<file path="src/rtl/array7_pkg.sv">
// rtl/array7_pkg.sv - shared widths and response entry type for the array_7 port controller
package array7_pkg;
  localparam int ADDR_W = 4;
  localparam int DATA_W = 24;
  localparam int LANES  = 2;
  localparam int LANE_W = 12;

  typedef struct packed {
    logic [DATA_W-1:0] rdata;
    logic              write;
  } rsp_entry_t;
endpackage

</file>
<file path="src/rtl/array7_rsp_fifo.sv">
// rtl/array7_rsp_fifo.sv - 2-entry in-order response queue of {rdata, write}
module array7_rsp_fifo
  import array7_pkg::*;
(
  input  logic       clock,
  input  logic       reset_n,
  input  logic       i_push,
  input  rsp_entry_t i_push_data,
  input  logic       i_pop,
  output logic [1:0] o_count,
  output rsp_entry_t o_head
);
  rsp_entry_t r_mem [2];
  logic       r_wr_ptr;
  logic       r_rd_ptr;
  logic [1:0] r_count;
  logic       w_push;
  logic       w_pop;

  // Guards keep the pointers coherent even if a caller misbehaves.
  assign w_push = i_push & (r_count != 2'd2);
  assign w_pop  = i_pop & (r_count != 2'd0);

  always_ff @(posedge clock or negedge reset_n) begin
    if (!reset_n) begin
      r_wr_ptr <= 1'b0;
      r_rd_ptr <= 1'b0;
      r_count  <= 2'd0;
    end else begin
      if (w_push) r_wr_ptr <= ~r_wr_ptr;
      if (w_pop)  r_rd_ptr <= ~r_rd_ptr;
      case ({w_push, w_pop})
        2'b10:   r_count <= r_count + 2'd1;
        2'b01:   r_count <= r_count - 2'd1;
        default: r_count <= r_count;
      endcase
    end
  end

  always_ff @(posedge clock) begin
    if (w_push) r_mem[r_wr_ptr] <= i_push_data;
  end

  assign o_head  = r_mem[r_rd_ptr];
  assign o_count = r_count;
endmodule

</file>
<file path="src/rtl/array_7_port_ctrl.sv">
// rtl/array_7_port_ctrl.sv - request/response front end for a 16x24 two-lane masked single-port array
// Optional write acknowledgements: ARRAY7_CTRL_WRITE_ACK_EN.
module array_7_port_ctrl
  import array7_pkg::*;
(
  input  logic              clock,
  input  logic              reset_n,
  input  logic              req_valid,
  output logic              req_ready,
  input  logic              req_write,
  input  logic [ADDR_W-1:0] req_addr,
  input  logic [LANES-1:0]  req_wmask,
  input  logic [DATA_W-1:0] req_wdata,
  output logic              rsp_valid,
  input  logic              rsp_ready,
  output logic [DATA_W-1:0] rsp_rdata,
  output logic              rsp_write,
  output logic              mem_en,
  output logic              mem_wmode,
  output logic [ADDR_W-1:0] mem_addr,
  output logic [LANES-1:0]  mem_wmask,
  output logic [DATA_W-1:0] mem_wdata,
  input  logic [DATA_W-1:0] mem_rdata
);
  logic       r_inflight;
  logic [1:0] w_count;
  logic       w_fire;
  logic       w_rsp_fire;
  logic       w_pop;
  rsp_entry_t w_push_data;
  rsp_entry_t w_head;

  // Credits count queued plus in-flight responses; a pop this cycle is not
  // credited until the next, so streaming reads settle at two per three cycles.
  assign req_ready = ({1'b0, w_count} + {2'b00, r_inflight}) < 3'd2;
  assign w_fire    = req_valid & req_ready & reset_n;

`ifdef ARRAY7_CTRL_WRITE_ACK_EN
  logic r_inflight_write;

  assign w_rsp_fire = w_fire;

  always_ff @(posedge clock or negedge reset_n) begin
    if (!reset_n) r_inflight_write <= 1'b0;
    else          r_inflight_write <= req_write;
  end

  assign w_push_data.rdata = r_inflight_write ? '0 : mem_rdata;
  assign w_push_data.write = r_inflight_write;
`else
  assign w_rsp_fire        = w_fire & ~req_write;
  assign w_push_data.rdata = mem_rdata;
  assign w_push_data.write = 1'b0;
`endif

  always_ff @(posedge clock or negedge reset_n) begin
    if (!reset_n) r_inflight <= 1'b0;
    else          r_inflight <= w_rsp_fire;
  end

  // An all-lanes-off write is a no-op for the array, so it is never enabled.
  assign mem_en    = w_fire & ~(req_write & (req_wmask == '0));
  assign mem_wmode = req_write;
  assign mem_addr  = req_addr;
  assign mem_wmask = req_wmask;
  assign mem_wdata = req_wdata;

  assign w_pop = rsp_valid & rsp_ready;

  array7_rsp_fifo u_rsp_fifo (
    .clock       (clock),
    .reset_n     (reset_n),
    .i_push      (r_inflight),
    .i_push_data (w_push_data),
    .i_pop       (w_pop),
    .o_count     (w_count),
    .o_head      (w_head)
  );

  assign rsp_valid = (w_count != 2'd0);
  assign rsp_rdata = w_head.rdata;
  assign rsp_write = w_head.write;
endmodule

</file>
<file path="config.mk">
export PLATFORM = sky130hd
export DESIGN_NAME = array_7_port_ctrl
export DESIGN_NICKNAME = d
export VERILOG_FILES = /design/src/rtl/array7_pkg.sv /design/src/rtl/array7_rsp_fifo.sv /design/src/rtl/array_7_port_ctrl.sv
export SDC_FILE = /design/constraint.sdc
export NUM_CORES = 1
export LEC_CHECK = 0
export ABC_AREA = 0
export BUFFER_PORTS_ARGS = -buffer_cell sky130_fd_sc_hd__clkbuf_2
export CAP_MARGIN = 20
export CORE_UTILIZATION = 44
export CTS_CLUSTER_DIAMETER = 150
export DETAILED_ROUTE_END_ITERATION = 7
export PLACE_DENSITY = 0.79
export SLEW_MARGIN = 5
export SYNTH_ARGS = -nofsm -noshare
export SYNTH_HDL_FRONTEND = slang
export SYNTH_SLANG_ARGS = --single-unit
</file>
<file path="constraint.sdc">
create_clock -name clock -period 2.4 [get_ports clock]
set_input_delay 0.12 -clock clock [delete_from_list [all_inputs] [get_ports clock]]
set_output_delay 0.12 -clock clock [all_outputs]
set_load 0.005 [all_outputs]
</file>
==> out/qor.txt <==
status: completed
DR pass1 iterations: 4
slowest stage delay, CP: 0.46 ns
min Tclk post-route: 1.574 ns
min-delay worst type: input port to flip-flop
MaxCap Viol Count: 0
WL per Instance: 14.86 µm
Post-synth EDFFs: 48
root buffer cell: clkbuf_8
Vias/cell: 4.602
area of placed instances: 2389 µm²
Design Area, Final: 2694 µm²
# diodes: 0
via count: 1178
DPL Wire Length: 2530 µm
critical path fanouts, max: 5
Worst VDD drop: 467.0 µV
die area: 5356 µm²
Final Skew: 0.006437 ns
GR Util All Layers: 15.10%
Lkg Pwr: 1.054 nW
I/O pin count: 118
first-pass GRT wire length: 5720 µm
latest clock arrival within the worst-skew pair: 0.30 ns
Area Overhead vs Synth: 20.82%
# fillers: 368
CP Data Arrival Time: 1.80 ns
Async SR Flop Fraction: 9.434%
worst path cell trace: or2_1 > and2_4 > ha_1 > nor2_1 > xnor2_1
initial antenna violation count: 0
routability cong.: 0.7993
Crit-path slowest cell: dfrtp_1
Critical Path RT: 2.62 ns
drt initial violations: 31
Peak Freq: 635.5 MHz
Hold Slack: 0.02040 ns
Crit Path Category: flip-flop to flip-flop
type of destination of the critical path: flip-flop
Core Rows: 25
CTS max path bufs: 2
CTS tree: done
fin crit share: 65.57%
mean post-synth cell area: 16.89 µm²
# Post-CTS Setup Buffers: 0
post-synthesis instance area: 2230 µm²
die height: 73.19 µm
#FFs+latches synth: 53
setup TNS: 0 ns
Ys Warns: 0
synth unique cells: 18
Core Area: 4786 µm²
final-report hold violation count: 0
Final Power: 0.002342 W
Initial Util: 46.59%
Post-synth top flop: edfxtp_1
Clock transition at path regs: 0.09 ns
global route overflow: 0
clk sink count: 53
largest net degree at the start of global routing: 20
# nets final: 248
Die Width: 73.19 µm
vias in the first global route: 1214
antenna-violating nets left: 0
residual DRC count: 0
clock buffer count from CTS: 5
final setup vio count: 0
Slew Limit Fails: 0
sequential element share of the synthesized area: 70.26%
Routed Wire Length: 3804 µm
share of layout cells above drive strength 1: 42.33%
Syn Nets: 192
Cell Pwr Density: 869.4 nW/µm²
Startpoint Class: flip-flop
Post-Synthesis Cells: 132
unrepaired setup endpoints after global routing: false
port bufs: 60
H-tree depth: 2
-- placed cells by master, fill, tap and decap left out --
master,instances
clkbuf_2,60
edfxtp_1,48
mux2_1,21
dlygate4sd3_1,19
clkbuf_8,5
buf_4,5
dfrtp_1,5
xnor2_1,4
nor2_1,3
mux2_2,3
inv_1,2
a21oi_1,2
nor2_2,2
o21ai_2,1
or2_1,1
and2_4,1
nand3_1,1
xor2_1,1
ha_1,1
conb_1,1
clkinvlp_4,1
clkinv_4,1
bufinv_16,1
-- critical path: cells and delay by family, from the launching register on --
kind / cells / cell delay [ns]
adders and majority gates: 1 / 0.32
and+or+nand+nor: 3 / 0.58
DFF: 1 / 0.46
xor gates and xnor gates: 1 / 0.14
-- final timing paths --
kind	from	to	slack [ns]	cells after the start
max in group asynchronous	reset_n	u_rsp_fifo.r_wr_ptr	2.09	2
worst max register to register	u_rsp_fifo.o_count[0]	u_rsp_fifo.o_count[1]	0.83	5
worst min register to register	u_rsp_fifo.r_wr_ptr	u_rsp_fifo.r_wr_ptr	0.52	1
worst max-delay path	u_rsp_fifo.o_count[0]	u_rsp_fifo.o_count[1]	0.83	5
worst min-delay path	mem_rdata[11]	u_rsp_fifo.r_mem[1][11]	0.02	1
min in group asynchronous	reset_n	r_inflight	0.17	2
-- logic make-up (layout without fill, tap and decap cells) --
logic type / Yosys count / in the layout / share of synthesized area (%)
other cells: 1 / 1 / 0.1682
buf+inv: 37 / 94 / 12.35
xor+xnor: 5 / 5 / 1.964
fa+ha+maj: 1 / 1 / 0.5611
mux: 24 / 24 / 12.12
simple gates: 8 / 8 / 1.740
flops: 53 / 53 / 70.26
compound gates: 3 / 3 / 0.8418
-- metal layers --
metal	part of all wire (%)	track usage [%]	vias to the layer above
met2	51	25.72	55
li1	-	-	551
met1	38	16.53	548
met3	6.9	4.558	24
met4	3.8	9.150	0
met5	0	0	-
-- synthesized netlist by cell type, types with 2 or more instances --
cell,count,share of area [%]
a21oi_1,2,0.45
buf_4,32,11
buf_6,2,1.0
dfrtp_1,5,5.6
edfxtp_1,48,65
inv_1,2,0.34
mux2_1,21,11
mux2_2,3,1.5
nor2_1,5,0.84
xnor2_1,4,1.6
-- stage by stage --
step	cells	setup slack (ns)	utilization (%)
6_report	256	0.8263	56.29
5_1_grt	256	0.7624	56.29
4_1_cts	251	0.8441	55.24
3_5_place_dp	229	0.8776	49.91
3_3_place_gp	229	0.9114	49.91
2_1_floorplan	132	0.4102	-
-- cell type report --
type	count	area (µm²)	area share, %
Multi-Input combinational cell	42	392.9	14.58
Timing Repair Buffer	84	528.0	19.60
Tap cell	67	83.83	3.112
Inverter	2	7.507	0.2787
Clock buffer	5	68.82	2.555
Sequential cell	53	1567	58.15
Clock inverter	3	46.29	1.719
-- power by group --
part,total (W),switching [W],internal (W)
logic,0.000613,0.000288,0.000325
clock network,0.000600,0.000288,0.000312
registers,0.00113,0.0000437,0.00109
total,0.00234,0.000620,0.00172
-- flip-flops by register name, indices dropped and copies added, names as in the netlist --
name	flops
u_rsp_fifo.r_mem	48
u_rsp_fifo.o_count	2
r_inflight	1
u_rsp_fifo.r_rd_ptr	1
u_rsp_fifo.r_wr_ptr	1
-- what timing repair did --
item	4_1_cts	5_1_grt
hold endpoints to repair	30	10
hold buffers	14	5
gates resized for setup	0	0
No activity file was read; power rests on OpenSTA's default activity.
